## src/rtl/arm_pipe_pkg.sv

```systemverilog
// Shared pipeline tag types, forwarding-select encodings and the match rule
// used by the EX-stage forwarding/hazard logic.
package arm_pipe_pkg;

    localparam int unsigned ARM_REG_W = 4;

    localparam logic [1:0] FWD_SEL_ID  = 2'd0;
    localparam logic [1:0] FWD_SEL_MEM = 2'd1;
    localparam logic [1:0] FWD_SEL_WB  = 2'd2;

    localparam logic [ARM_REG_W-1:0] PC_REG = 4'd15;

    typedef struct packed {
        logic                 valid;
        logic [ARM_REG_W-1:0] dest;
        logic                 wb_en;
        logic                 mem_read;
    } pipe_tag_t;

    typedef struct packed {
        pipe_tag_t            tag;
        logic [ARM_REG_W-1:0] src1;
        logic                 src1_used;
        logic [ARM_REG_W-1:0] src2;
        logic                 src2_used;
    } ex_slot_t;

    // R15 reads come from the PC path, so a write to it is never forwarded.
    function automatic logic fwd_match(input logic                 valid,
                                       input logic                 wb_en,
                                       input logic [ARM_REG_W-1:0] dest,
                                       input logic [ARM_REG_W-1:0] src);
        return valid && wb_en && (dest == src) && (dest != PC_REG);
    endfunction

endpackage

```

## src/rtl/fwd_tag_stage.sv

```systemverilog
// One pipeline tag slot: synchronous reset, freeze hold, and load with optional bubble.
module fwd_tag_stage #(
    parameter type slot_t = arm_pipe_pkg::pipe_tag_t
) (
    input  logic  clk,
    input  logic  rst_n,
    input  logic  freeze,
    input  logic  load,
    input  logic  bubble,
    input  slot_t d,
    output slot_t q
);

    // A bubble clears every field, so an invalid slot never carries stale tags.
    always_ff @(posedge clk) begin
        if (!rst_n) begin
            q <= '0;
        end else if (!freeze && load) begin
            q <= bubble ? slot_t'('0) : d;
        end
    end

endmodule

```

## src/rtl/fwd_hazard_unit.sv

```systemverilog
// EX-stage operand forwarding selects and load-use stall, driven from the
// destination tags of instructions in flight through EX, MEM and WB.
module fwd_hazard_unit
    import arm_pipe_pkg::*;
#(
    parameter int unsigned REG_W = ARM_REG_W
) (
    input  logic             clk,
    input  logic             rst_n,
    input  logic             freeze,
    input  logic             flush,
    input  logic [REG_W-1:0] id_src1,
    input  logic             id_src1_used,
    input  logic [REG_W-1:0] id_src2,
    input  logic             id_src2_used,
    input  logic [REG_W-1:0] id_dest,
    input  logic             id_wb_en,
    input  logic             id_mem_read,
    output logic [1:0]       fwd_sel_a,
    output logic [1:0]       fwd_sel_b,
    output logic             hazard_stall
);

    ex_slot_t  id_slot;
    ex_slot_t  ex_q;
    pipe_tag_t mem_q;
    pipe_tag_t wb_q;
    logic      ex_bubble;
    logic      unused_wb_bits;

    always_comb begin
        id_slot               = '0;
        id_slot.tag.valid     = 1'b1;
        id_slot.tag.dest      = id_dest;
        id_slot.tag.wb_en     = id_wb_en;
        id_slot.tag.mem_read  = id_mem_read;
        id_slot.src1          = id_src1;
        id_slot.src1_used     = id_src1_used;
        id_slot.src2          = id_src2;
        id_slot.src2_used     = id_src2_used;
    end

    // Flush and stall both turn the incoming EX slot into a bubble.
    assign ex_bubble = flush | hazard_stall;

    fwd_tag_stage #(.slot_t(ex_slot_t)) u_ex (
        .clk    (clk),
        .rst_n  (rst_n),
        .freeze (freeze),
        .load   (1'b1),
        .bubble (ex_bubble),
        .d      (id_slot),
        .q      (ex_q)
    );

    fwd_tag_stage #(.slot_t(pipe_tag_t)) u_mem (
        .clk    (clk),
        .rst_n  (rst_n),
        .freeze (freeze),
        .load   (1'b1),
        .bubble (1'b0),
        .d      (ex_q.tag),
        .q      (mem_q)
    );

    fwd_tag_stage #(.slot_t(pipe_tag_t)) u_wb (
        .clk    (clk),
        .rst_n  (rst_n),
        .freeze (freeze),
        .load   (1'b1),
        .bubble (1'b0),
        .d      (mem_q),
        .q      (wb_q)
    );

    // MEM is checked first so the youngest producer wins.
    always_comb begin
        fwd_sel_a = FWD_SEL_ID;
        fwd_sel_b = FWD_SEL_ID;
        if (ex_q.tag.valid && ex_q.src1_used) begin
            if (fwd_match(mem_q.valid, mem_q.wb_en, mem_q.dest, ex_q.src1)) begin
                fwd_sel_a = FWD_SEL_MEM;
            end else if (fwd_match(wb_q.valid, wb_q.wb_en, wb_q.dest, ex_q.src1)) begin
                fwd_sel_a = FWD_SEL_WB;
            end
        end
        if (ex_q.tag.valid && ex_q.src2_used) begin
            if (fwd_match(mem_q.valid, mem_q.wb_en, mem_q.dest, ex_q.src2)) begin
                fwd_sel_b = FWD_SEL_MEM;
            end else if (fwd_match(wb_q.valid, wb_q.wb_en, wb_q.dest, ex_q.src2)) begin
                fwd_sel_b = FWD_SEL_WB;
            end
        end
    end

    always_comb begin
        hazard_stall = ex_q.tag.valid && ex_q.tag.wb_en && ex_q.tag.mem_read &&
                       ((id_src1_used && (id_src1 == ex_q.tag.dest)) ||
                        (id_src2_used && (id_src2 == ex_q.tag.dest)));
    end

    assign unused_wb_bits = wb_q.mem_read;

endmodule

```

## config.mk

```make
export PLATFORM = sky130hd
export DESIGN_NAME = fwd_hazard_unit
export DESIGN_NICKNAME = d
export VERILOG_FILES = /design/src/rtl/arm_pipe_pkg.sv /design/src/rtl/fwd_tag_stage.sv /design/src/rtl/fwd_hazard_unit.sv
export SDC_FILE = /design/constraint.sdc
export NUM_CORES = 1
export LEC_CHECK = 0
export CORE_ASPECT_RATIO = 2
export CORE_MARGIN = 1.5
export CORE_UTILIZATION = 35
export DETAILED_ROUTE_END_ITERATION = 12
export GPL_TIMING_DRIVEN = 1
export PLACE_DENSITY = 0.56
export SETUP_SLACK_MARGIN = 0.1
export SKIP_CTS_REPAIR_TIMING = 1
export SLEW_MARGIN = 20
export SYNTH_ARGS = -nofsm -noshare
export SYNTH_HDL_FRONTEND = slang
export SYNTH_HIERARCHICAL = 1
export SYNTH_SLANG_ARGS = --single-unit
```

## constraint.sdc

```tcl
create_clock -name clk -period 2.68 [get_ports clk]
set_clock_uncertainty 0.1 [all_clocks]
set_input_delay 0.536 -clock clk [delete_from_list [all_inputs] [get_ports clk]]
set_output_delay 0.536 -clock clk [all_outputs]
set_load 0.1 [all_outputs]
```

==> load_flow_metrics.sql <==
INSERT INTO impl_metrics (metric_group, metric, value, unit) VALUES
('critical_path', 'capture_instance_of_the_worst_register_to_register_path', 'u_ex/q[11]', ''),
('critical_path', 'crit_arrival', '1.81', 'ns'),
('floorplan', 'die_height', '99.1', 'um'),
('grt', 'antenna_found_initial', '0', ''),
('floorplan', 'core', '4380', 'um2'),
('critical_path', 'reg2regPathDepth', '6', ''),
('power_and_ir_drop', 'relative_contribution_of_the_clock_network_to_total_power', '0.385', ''),
('critical_path', 'path_cells', 'clkdlybuf4s50_1 > xnor2_1 > nand4_1 > o22ai_2 > buf_12', ''),
('finish', 'syn_to_final_growth', '30.8', '%'),
('floorplan', 'num_rows', '34', ''),
('critical_path', 'path_max_fanout', '2', ''),
('timing', 'finalHoldWorstSlack', '0.362', 'ns'),
('critical_path', 'criticalPathCategory', 'input pin to output port', ''),
('cts', 'worst_skew_pair.late_latency', '0.27', 'ns'),
('timing', 'rsz0062_at_grt', 'no', ''),
('finish', 'final_net_count', '241', ''),
('power_and_ir_drop', 'power_leakage', '0.000695', 'uW'),
('route', 'vias', '1314', ''),
('power_and_ir_drop', 'swShare', '0.224', ''),
('grt', 'grt_pass1_wl', '6.72', 'mm'),
('cts', 'cts_root_buffer', 'sky130_fd_sc_hd__clkbuf_8', ''),
('floorplan', 'initial_core_utilization', '0.369', ''),
('placed_design', 'place.port_buffers', '24', ''),
('critical_path', 'reg2reg_setup_slack', '0.94', 'ns'),
('cts', 'clock_sink_count', '29', ''),
('power_and_ir_drop', 'internal_power_component', '704', 'uW'),
('route', 'wl_per_cell', '13.9', 'um'),
('timing', 'worst_slew_margin_rel', '0.630', ''),
('cts', 'cts_tree', 'yes', ''),
('power_and_ir_drop', 'irDropWorstVdd', '0.322', 'mV'),
('timing', 'tightestPinTransition', '0.555', 'ns'),
('logic_synthesis', 'syn-instance-count', '178', ''),
('hold_path', 'min_delay_worst_endpoint', 'u_wb/q[1]', ''),
('critical_path', 'worst-endpoint-required', '2.04', 'ns'),
('route', 'drt_pre_antenna_iters', '3', ''),
('critical_path', 'setup.worst_path.end_class', 'output port', ''),
('logic_synthesis', 'postSynthAreaPerCell', '9.07', 'um2'),
('route', 'initialDrtViolationCount', '13', ''),
('grt', 'maximum_number_of_pins_on_one_net_before_global_route_repair', '30', ''),
('floorplan', 'die_w', '51.0', 'um'),
('power_and_ir_drop', 'power.switching', '204', 'uW'),
('critical_path', 'worst_path_largest_cell_delay', '0.44', 'ns'),
('grt', 'grt_pass1_vias', '1436', ''),
('hold_path', 'hold-path-cell-count', '2', ''),
('route', 'route.detailed.vias_per_inst', '4.78', ''),
('cts', 'max-clock-path-buffers', '2', ''),
('cts', 'cts.clk_slew.worst_paths', '0.06', 'ns'),
('timing', 'report.final.slew_viol_count', '0', ''),
('route', 'detail_route.wirelength', '3.83', 'mm'),
('floorplan', 'floorplan.io_pins', '25', ''),
('logic_synthesis', 'synth_area', '1620', 'um2'),
('hold_path', 'timing.hold.worst.start', 'u_wb/q[1]', ''),
('power_and_ir_drop', 'pwr-share-seq', '0.495', ''),
('critical_path', 'critical-path-slowest-cell', 'sky130_fd_sc_hd__clkdlybuf4s50_1', ''),
('route', 'route.antenna.remaining_nets', '0', ''),
('cts', 'cts-buffers-inserted', '5', ''),
('critical_path', 'timing.critical_path.from_type', 'input pin', ''),
('power_and_ir_drop', 'pwr_density_cell', '430', 'nW/um2'),
('hold_path', 'timing.hold.worst.class', 'flip-flop to flip-flop', ''),
('finish', 'inserted_diodes', '0', ''),
('grt', 'grt_remaining_overflow', '0', ''),
('outcome', 'run_status', 'completed', ''),
('cts', 'ctsHtreeMaxLevel', '2', ''),
('critical_path', 'critical_path.n_buffers_inverters', '2', ''),
('critical_path', 'r2r_start', 'u_ex/q[13]', ''),
('power_and_ir_drop', 'combinationalPowerShare', '0.119', ''),
('critical_path', 'crit_family', 'buffers and inverters', ''),
('floorplan', 'die_area', '5060', 'um2'),
('finish', 'drive_above_1_share', '0.136', ''),
('finish', 'final_design_area_no_fill', '2110', 'um2'),
('timing', 'final-setup-viol-count', '0', ''),
('logic_synthesis', 'number_of_warning_messages_in_the_yosys_log', '6', ''),
('timing', 'finalCriticalPeriod', '2.45', 'ns'),
('flow_run', 'maxCapViolations', '0', ''),
('grt', 'groute.usage.overall', '0.176', ''),
('placed_design', 'gp_congestion', '0.881', ''),
('route', 'drt_drc_violations_left', '0', ''),
('timing', 'hold_viol', '0', ''),
('timing', 'timing.fmax', '0.408', 'GHz'),
('power_and_ir_drop', 'post-layout-total-power', '907', 'uW'),
('timing', 'layout_worst_path_cycle_share', '0.914', ''),
('placed_design', 'dpl_cell_area', '2030', 'um2');
area by class of cell:
cell class	instances	area, um2
Multi-Input combinational cell	158	1060
Fill cell	465	2270
Sequential cell	29	581
Clock buffer	7	86.3
Tap cell	54	67.6
Timing Repair Buffer	27	313
power groups by stage:
stage	combinational (uW)	sequential, uW	clock [uW]
5_1_grt	120	450	387
3_5_place_dp	109	459	0
3_3_place_gp	107	459	0
4_1_cts	109	449	366
2_1_floorplan	65.1	456	0
6_report	108	449	350
per-stage QoR:
stage	TNS [ns]	setup slack, ns	util	cells
floorplan	-0.410	-0.410	-	195
finish	0	0.231	0.482	275
global placement	0	0.233	0.462	268
global route	0	0.140	0.482	275
CTS	0	0.212	0.482	275
detailed placement	0	0.220	0.462	268
placed cells by master, fill, tap and decap left out:
| cell | count |
|---|---|
| sky130_fd_sc_hd__nand4_1 | 8 |
| sky130_fd_sc_hd__o22ai_2 | 1 |
| sky130_fd_sc_hd__nand3b_1 | 29 |
| sky130_fd_sc_hd__or2_2 | 1 |
| sky130_fd_sc_hd__a21boi_0 | 6 |
| sky130_fd_sc_hd__conb_1 | 19 |
| sky130_fd_sc_hd__a21boi_1 | 13 |
| sky130_fd_sc_hd__dfxtp_1 | 29 |
| sky130_fd_sc_hd__nor4_1 | 1 |
| sky130_fd_sc_hd__clkdlybuf4s50_1 | 19 |
| sky130_fd_sc_hd__nor4b_4 | 1 |
| sky130_fd_sc_hd__nand2_1 | 30 |
| sky130_fd_sc_hd__or2b_1 | 2 |
| sky130_fd_sc_hd__buf_12 | 5 |
| sky130_fd_sc_hd__a21boi_2 | 10 |
| sky130_fd_sc_hd__clkbuf_8 | 6 |
| sky130_fd_sc_hd__xnor2_1 | 20 |
| sky130_fd_sc_hd__nor4_2 | 1 |
| sky130_fd_sc_hd__nor2_1 | 2 |
| sky130_fd_sc_hd__buf_4 | 3 |
| sky130_fd_sc_hd__xor2_1 | 4 |
| sky130_fd_sc_hd__nand3_1 | 4 |
| sky130_fd_sc_hd__nor2b_1 | 2 |
| sky130_fd_sc_hd__nor2b_2 | 1 |
| sky130_fd_sc_hd__nand2b_1 | 1 |
| sky130_fd_sc_hd__clkbuf_1 | 1 |
| sky130_fd_sc_hd__and3_1 | 1 |
| sky130_fd_sc_hd__nor3_2 | 1 |
state kept, by name, summed over array words and instances (netlist names):
register	count
u_mem/q	6
u_ex/q	17
u_wb/q	6
worst max-delay path by stage:
stage,start,end,slack (ns),cells after the start
final,id_src1[2],hazard_stall,0.23,5
after floorplan,u_mem/q[2],fwd_sel_b[1],-0.41,4
after detailed placement,id_src1[2],hazard_stall,0.22,5
after global routing,u_mem/q[5],fwd_sel_b[1],0.14,5
after CTS,id_src1[2],hazard_stall,0.21,5
after global placement,id_src2[2],hazard_stall,0.23,5
worst register-to-register path: stages (launching register included):
cell,delay [ns]
sky130_fd_sc_hd__dfxtp_1,0.40
sky130_fd_sc_hd__xnor2_1,0.15
sky130_fd_sc_hd__nand4_1,0.13
sky130_fd_sc_hd__o22ai_2,0.30
sky130_fd_sc_hd__or2_2,0.32
sky130_fd_sc_hd__nand3b_1,0.14
sky130_fd_sc_hd__a21boi_0,0.08
routing by layer:
layer / part of all wire / global-route usage / vias up
met2: 0.54 / 0.308 / 32
met4: 0.062 / 0.129 / 0
met3: 0.028 / 0.0394 / 17
met5: 0 / 0 / -
met1: 0.37 / 0.174 / 582
li1: - / - / 683
No activity file was read; power rests on OpenSTA's default activity.
